File: src/rtl/uart_rx_8n1_if.sv
// Receive-side output bundle for uart_rx_8n1: byte holding register handshake,
// error pulses and busy indication.
interface uart_rx_8n1_if;
    logic [7:0] data_o;
    logic       valid_o;
    logic       ready_i;
    logic       frame_err_o;
    logic       overrun_o;
    logic       busy_o;

    modport master (
        output data_o,
        output valid_o,
        output frame_err_o,
        output overrun_o,
        output busy_o,
        input  ready_i
    );

    modport slave (
        input  data_o,
        input  valid_o,
        input  frame_err_o,
        input  overrun_o,
        input  busy_o,
        output ready_i
    );
endinterface

File: src/rtl/uart_rx_8n1.sv
// 8N1 UART receiver: 2-flop input synchroniser, mid-bit sampling FSM and a
// one-entry valid/ready holding register with framing-error and overrun pulses.
module uart_rx_8n1 #(
    parameter int CLKS_PER_BIT = 868,
    parameter int HALF_BIT     = CLKS_PER_BIT / 2
) (
    input  logic          clk_i,
    input  logic          rst_i,
    input  logic          rx_i,
    uart_rx_8n1_if.master rx_if
);

    localparam int CW = (CLKS_PER_BIT > 1) ? $clog2(CLKS_PER_BIT) : 1;
    localparam logic [CW-1:0] BIT_LAST  = CW'(CLKS_PER_BIT - 1);
    localparam logic [CW-1:0] HALF_LAST = CW'(HALF_BIT - 1);

    typedef enum logic [2:0] {
        S_IDLE  = 3'd0,
        S_START = 3'd1,
        S_DATA  = 3'd2,
        S_STOP  = 3'd3,
        S_BREAK = 3'd4
    } state_t;

    state_t        state_q, state_d;
    logic [CW-1:0] cnt_q, cnt_d;
    logic [2:0]    idx_q, idx_d;
    logic [7:0]    shift_q, shift_d;
    logic [7:0]    data_q, data_d;
    logic          valid_q, valid_d;
    logic          ferr_q, ferr_d;
    logic          ovr_q, ovr_d;
    logic          busy_q, busy_d;
    logic          sync1_q, sync2_q;
    logic          rx_s;
    logic          complete_s;

    assign rx_s = sync2_q;

    // Two-flop synchroniser for the asynchronous serial line (idle high).
    always_ff @(posedge clk_i or posedge rst_i) begin
        if (rst_i) begin
            sync1_q <= 1'b1;
            sync2_q <= 1'b1;
        end else begin
            sync1_q <= rx_i;
            sync2_q <= sync1_q;
        end
    end

    // State, counters and output holding registers.
    always_ff @(posedge clk_i or posedge rst_i) begin
        if (rst_i) begin
            state_q <= S_IDLE;
            cnt_q   <= '0;
            idx_q   <= 3'd0;
            shift_q <= 8'h00;
            data_q  <= 8'h00;
            valid_q <= 1'b0;
            ferr_q  <= 1'b0;
            ovr_q   <= 1'b0;
            busy_q  <= 1'b0;
        end else begin
            state_q <= state_d;
            cnt_q   <= cnt_d;
            idx_q   <= idx_d;
            shift_q <= shift_d;
            data_q  <= data_d;
            valid_q <= valid_d;
            ferr_q  <= ferr_d;
            ovr_q   <= ovr_d;
            busy_q  <= busy_d;
        end
    end

    // Next-state, bit sampling and holding-register handshake.
    always_comb begin
        state_d    = state_q;
        cnt_d      = cnt_q + CW'(1);
        idx_d      = idx_q;
        shift_d    = shift_q;
        data_d     = data_q;
        valid_d    = valid_q;
        ferr_d     = 1'b0;
        ovr_d      = 1'b0;
        complete_s = 1'b0;

        case (state_q)
            S_IDLE: begin
                cnt_d = '0;
                if (!rx_s) begin
                    state_d = S_START;
                end else begin
                    state_d = S_IDLE;
                end
            end
            S_START: begin
                if (cnt_q == HALF_LAST) begin
                    cnt_d = '0;
                    if (!rx_s) begin
                        state_d = S_DATA;
                        idx_d   = 3'd0;
                    end else begin
                        state_d = S_IDLE;
                    end
                end else begin
                    state_d = S_START;
                end
            end
            S_DATA: begin
                if (cnt_q == BIT_LAST) begin
                    cnt_d          = '0;
                    shift_d[idx_q] = rx_s;
                    if (idx_q == 3'd7) begin
                        state_d = S_STOP;
                    end else begin
                        idx_d = idx_q + 3'd1;
                    end
                end else begin
                    state_d = S_DATA;
                end
            end
            S_STOP: begin
                if (cnt_q == BIT_LAST) begin
                    cnt_d = '0;
                    if (rx_s) begin
                        complete_s = 1'b1;
                        state_d    = S_IDLE;
                    end else begin
                        ferr_d  = 1'b1;
                        state_d = S_BREAK;
                    end
                end else begin
                    state_d = S_STOP;
                end
            end
            S_BREAK: begin
                // Line held low after a bad stop bit: wait quietly for idle.
                cnt_d = '0;
                if (rx_s) begin
                    state_d = S_IDLE;
                end else begin
                    state_d = S_BREAK;
                end
            end
            default: begin
                cnt_d   = '0;
                state_d = S_IDLE;
            end
        endcase

        // A same-cycle consume frees the register for the completing byte.
        if (complete_s) begin
            if (!valid_q || rx_if.ready_i) begin
                data_d  = shift_q;
                valid_d = 1'b1;
            end else begin
                ovr_d = 1'b1;
            end
        end else if (valid_q && rx_if.ready_i) begin
            valid_d = 1'b0;
        end else begin
            valid_d = valid_q;
        end
    end

    assign busy_d = (state_d != S_IDLE);

    assign rx_if.data_o      = data_q;
    assign rx_if.valid_o     = valid_q;
    assign rx_if.frame_err_o = ferr_q;
    assign rx_if.overrun_o   = ovr_q;
    assign rx_if.busy_o      = busy_q;

endmodule
File: src/flat_wrapper.sv
// flat-port wrapper written by rule: the top's interface ports become plain ports
module uart_rx_8n1_flat 
#(
    parameter int CLKS_PER_BIT = 868,
    parameter int HALF_BIT     = CLKS_PER_BIT / 2
)
  (clk_i, rst_i, rx_i, rx_if_data_o, rx_if_valid_o, rx_if_frame_err_o, rx_if_overrun_o, rx_if_busy_o, rx_if_ready_i);
  uart_rx_8n1_if rx_if_i ();
  input  logic clk_i;
  input  logic rst_i;
  input  logic rx_i;
  output wire logic [$bits(rx_if_i.data_o)-1:0] rx_if_data_o;
  output wire logic [$bits(rx_if_i.valid_o)-1:0] rx_if_valid_o;
  output wire logic [$bits(rx_if_i.frame_err_o)-1:0] rx_if_frame_err_o;
  output wire logic [$bits(rx_if_i.overrun_o)-1:0] rx_if_overrun_o;
  output wire logic [$bits(rx_if_i.busy_o)-1:0] rx_if_busy_o;
  input wire logic [$bits(rx_if_i.ready_i)-1:0] rx_if_ready_i;
  assign rx_if_data_o = rx_if_i.data_o;
  assign rx_if_valid_o = rx_if_i.valid_o;
  assign rx_if_frame_err_o = rx_if_i.frame_err_o;
  assign rx_if_overrun_o = rx_if_i.overrun_o;
  assign rx_if_busy_o = rx_if_i.busy_o;
  assign rx_if_i.ready_i = rx_if_ready_i;
  uart_rx_8n1 #(.CLKS_PER_BIT(CLKS_PER_BIT), .HALF_BIT(HALF_BIT)) u_core (.clk_i(clk_i), .rst_i(rst_i), .rx_i(rx_i), .rx_if(rx_if_i));
endmodule
File: config.mk
export PLATFORM = sky130hd
export DESIGN_NAME = uart_rx_8n1_flat
export DESIGN_NICKNAME = d
export VERILOG_FILES = /design/src/rtl/uart_rx_8n1_if.sv /design/src/rtl/uart_rx_8n1.sv /design/src/flat_wrapper.sv
export SDC_FILE = /design/constraint.sdc
export NUM_CORES = 1
export LEC_CHECK = 0
export CAP_MARGIN = 30
export CORE_UTILIZATION = 45
export CTS_CLUSTER_SIZE = 10
export DETAILED_ROUTE_END_ITERATION = 7
export MAX_ROUTING_LAYER = met4
export PLACE_DENSITY = 0.67
export RECOVER_POWER = 100
export SLEW_MARGIN = 5
export SYNTH_ARGS = -nofsm -noshare
export SYNTH_HDL_FRONTEND = slang
export SYNTH_SLANG_ARGS = --single-unit
File: constraint.sdc
create_clock -name clk_i -period 2.4 [get_ports clk_i]
set_input_delay 0.48 -clock clk_i [delete_from_list [all_inputs] [get_ports clk_i]]
set_output_delay 0.48 -clock clk_i [all_outputs]
set_load 0.02 [all_outputs]
==> qor.csv <==
metric,value,unit
status,"finished, final reports clean",
rrSetupSlack,0.13,ns
yosysTopAreaCell,dfrtp_1,
yosys-top-cells-area,"dfrtp_1 (51%), mux2_2 (9.6%), nor2_1 (3.8%), dfstp_2 (3.0%), ha_1 (2.8%)",
final_cells,231,
drive_above_1_share,18.58,%
rsz0062_at_grt,false,
setup_viol,0,
wl_per_cell,14.18,µm
fp.dieH,64.48,µm
p_clk_share,45.7,%
dr.pass1.iters,4,
avgViaCountPerCell,5.342,
synth_seq_area_share,54.27,%
min_from,u_core.sync1_q,
drv_slew,0,
endpoint_kind,flip-flop,
place_area,1993,µm²
finalHoldViolations,0,
core_region_area,3716,µm²
relSlewSlack,38.59,%
initial_core_util,47.27,%
synth_commonest_cells,"dfrtp_1 (36), nor2_1 (18), mux2_2 (15), nand2_1 (12), inv_1 (9)",
ctsHoldBuffers,0,
hold_end,u_core.rx_s,
numCtsBuffers,5,
io_pins,16,
yosysMostFrequentCell,dfrtp_1,
finalPower,1225,µW
synth_edf_count,0,
grt.overflow.total,0,
area.growth.synth_to_final,19.80,%
dp_cells,223,
powerDensity,581.9,nW/µm²
ant_nets,0,
fin_skew,0.01180,ns
min_period,2.272,ns
gp_congestion,0.9186,
clk_path_buf_depth,2,
ys_ff_latch,38,
grt_pass1_wl,5.899,mm
wirelength,3.276,mm
post-route-drc-count,0,
cts_tree,yes,
path_max_fanout,5,
synthArstFlopShare,100.0,%
setup_tns,0,ns
synth_flop_cell,dfrtp_1,
antenna_found_initial,0,
grt_pass1_vias,1281,
startpoint_type,flip-flop,
power.internal,986.8,µW
fp-row-count,22,
drtIter0Drc,57,
yosysWarnings,0,
grt_max_degree,39,
avgSynthCellArea,11.05,µm²
path_clk_slew,0.07,ns
critical_path_class,reg2reg,
p_switching,237.8,µW
nets,190,
clock-sinks,38,
ys_types,34,
design_area,2105,µm²
crit-reg2reg-capture,u_core.shift_q[2],
antenna_cells,0,
swShare,19.42,%
synth_top_area_share,51.28,%
root_buffer,clkbuf_8,
whs_path_depth,0,
p_comb_share,1.5,%
vdd_drop_max,0.3737,mV
netlist_area,1757,µm²
vias,1234,
insertion_delay,0.30,ns
cap_violations,0,
regToRegStartpoint,u_core.cnt_q[1],
min_path_type,reg2reg,
die_area,4158,µm²
dpl.hpwl,2.371,mm
synth_fp_nets,167,
die_w,64.48,µm
power_frac_seq,52.8,%
track_usage,19.65,%
r2r_cells,6,
worstPathArrival,2.45,ns
io_buffers,15,
finalCritPeriodShare,94.65,%
fmax,440.2,MHz
crit_required,2.58,ns
fillers,319,
syn_inst,159,
p_leak,0.0009657,µW
htree_levels,2,
worst_pin_slew,0.9211,ns
==> area by class of cell <==
type / count / area (µm²) / share of cell area, %
Tap cell: 48 / 60.06 / 2.854
Clock buffer: 7 / 86.33 / 4.102
Inverter: 9 / 33.78 / 1.605
Timing Repair Buffer: 22 / 192.7 / 9.156
Sequential cell: 38 / 953.4 / 45.30
Multi-Input combinational cell: 106 / 748.2 / 35.55
Clock inverter: 1 / 30.03 / 1.427
==> layer usage <==
layer / track usage (%) / up-vias / share of wire, % / wire, µm
li1: - / 589 / - / -
met1: 24.16 / 613 / 45 / 1482
met2: 29.47 / 25 / 49 / 1607
met3: 5.634 / 7 / 3.6 / 117
met4: 10.28 / 0 / 2.1 / 70
met5: - / - / 0 / 0
==> worst max-delay path by stage <==
stage | start | endpoint | slack (ns) | cells past startpoint
global route | u_core.cnt_q[1] | u_core.shift_q[2] | 0.02 | 6
CTS | u_core.cnt_q[1] | u_core.rx_if.data_o[2] | 0.07 | 6
floorplan | u_core.cnt_q[0] | u_core.shift_q[4] | 0.02 | 7
detailed placement | u_core.cnt_q[1] | u_core.rx_if.data_o[2] | 0.09 | 6
global placement | u_core.cnt_q[1] | u_core.shift_q[2] | 0.13 | 6
finish | u_core.cnt_q[1] | u_core.shift_q[2] | 0.13 | 6
==> cell families after synthesis <==
family                   Yosys count  share of synthesized area, %
multiplexers                      18                         11.32
AO/OA/AOI/OAI                     12                         4.345
buffers and inverters             15                         3.418
AND/OR/NAND/NOR                   64                         19.80
adder cells (fa/ha/maj)            4                         2.849
flip-flops                        38                         54.27
XOR/XNOR                           8                         3.989
==> registers in the layout (all words and copies together) (netlist names) <==
name	count
u_core.sync1_q	1
u_core.rx_if.data_o	8
u_core.rx_if.overrun_o	1
u_core.shift_q	8
u_core.rx_s	1
u_core.idx_q	3
u_core.state_q	3
u_core.rx_if.frame_err_o	1
u_core.rx_if.valid_o	1
u_core.rx_if.busy_o	1
u_core.cnt_q	10
==> power groups by stage <==
stage	registers, µW	clock network (µW)	logic, µW
after floorplan	656	0	12.6
after global placement	659	0	20.0
after detailed placement	658	0	20.8
after CTS	646	578	20.8
after global routing	647	596	22.2
final	646	560	18.6
==> worst max-delay path, stage by stage, from the launching register on <==
cell and delay [ns]:
dfrtp_1 0.38, ha_1 0.19, nand2_1 0.05, or4_4 0.43, or4_4 0.57, nor3b_2 0.18, mux2_2 0.35
==> what timing repair did <==
action                     CTS  global route
setup endpoints to repair    0            13
gates resized for setup      0             2
setup buffers                0             0
==> cell usage in the layout, fill, tap and decap left out, types with 4 or more instances in the layout <==
cell type and n:
nor2_1 18, dfrtp_1 36, mux2_2 15, nand3_1 5, clkbuf_8 6, nand2_1 12
ha_1 4, dlygate4sd3_1 14, inv_1 9, xnor2_1 5, buf_4 4, or3_1 4
nor3_1 4
==> per-stage QoR <==
stage                     util, %  setup WS (ns)  hold WS, ns
after detailed placement    53.64        0.08535       0.3507
after CTS                   56.77        0.07176       0.3607
after global placement      53.64         0.1346       0.3466
after global routing        56.63        0.02375       0.3691
final                       56.63         0.1285       0.3619
after floorplan                 -        0.01600       0.3452
Power figures use the tool's default switching activity.
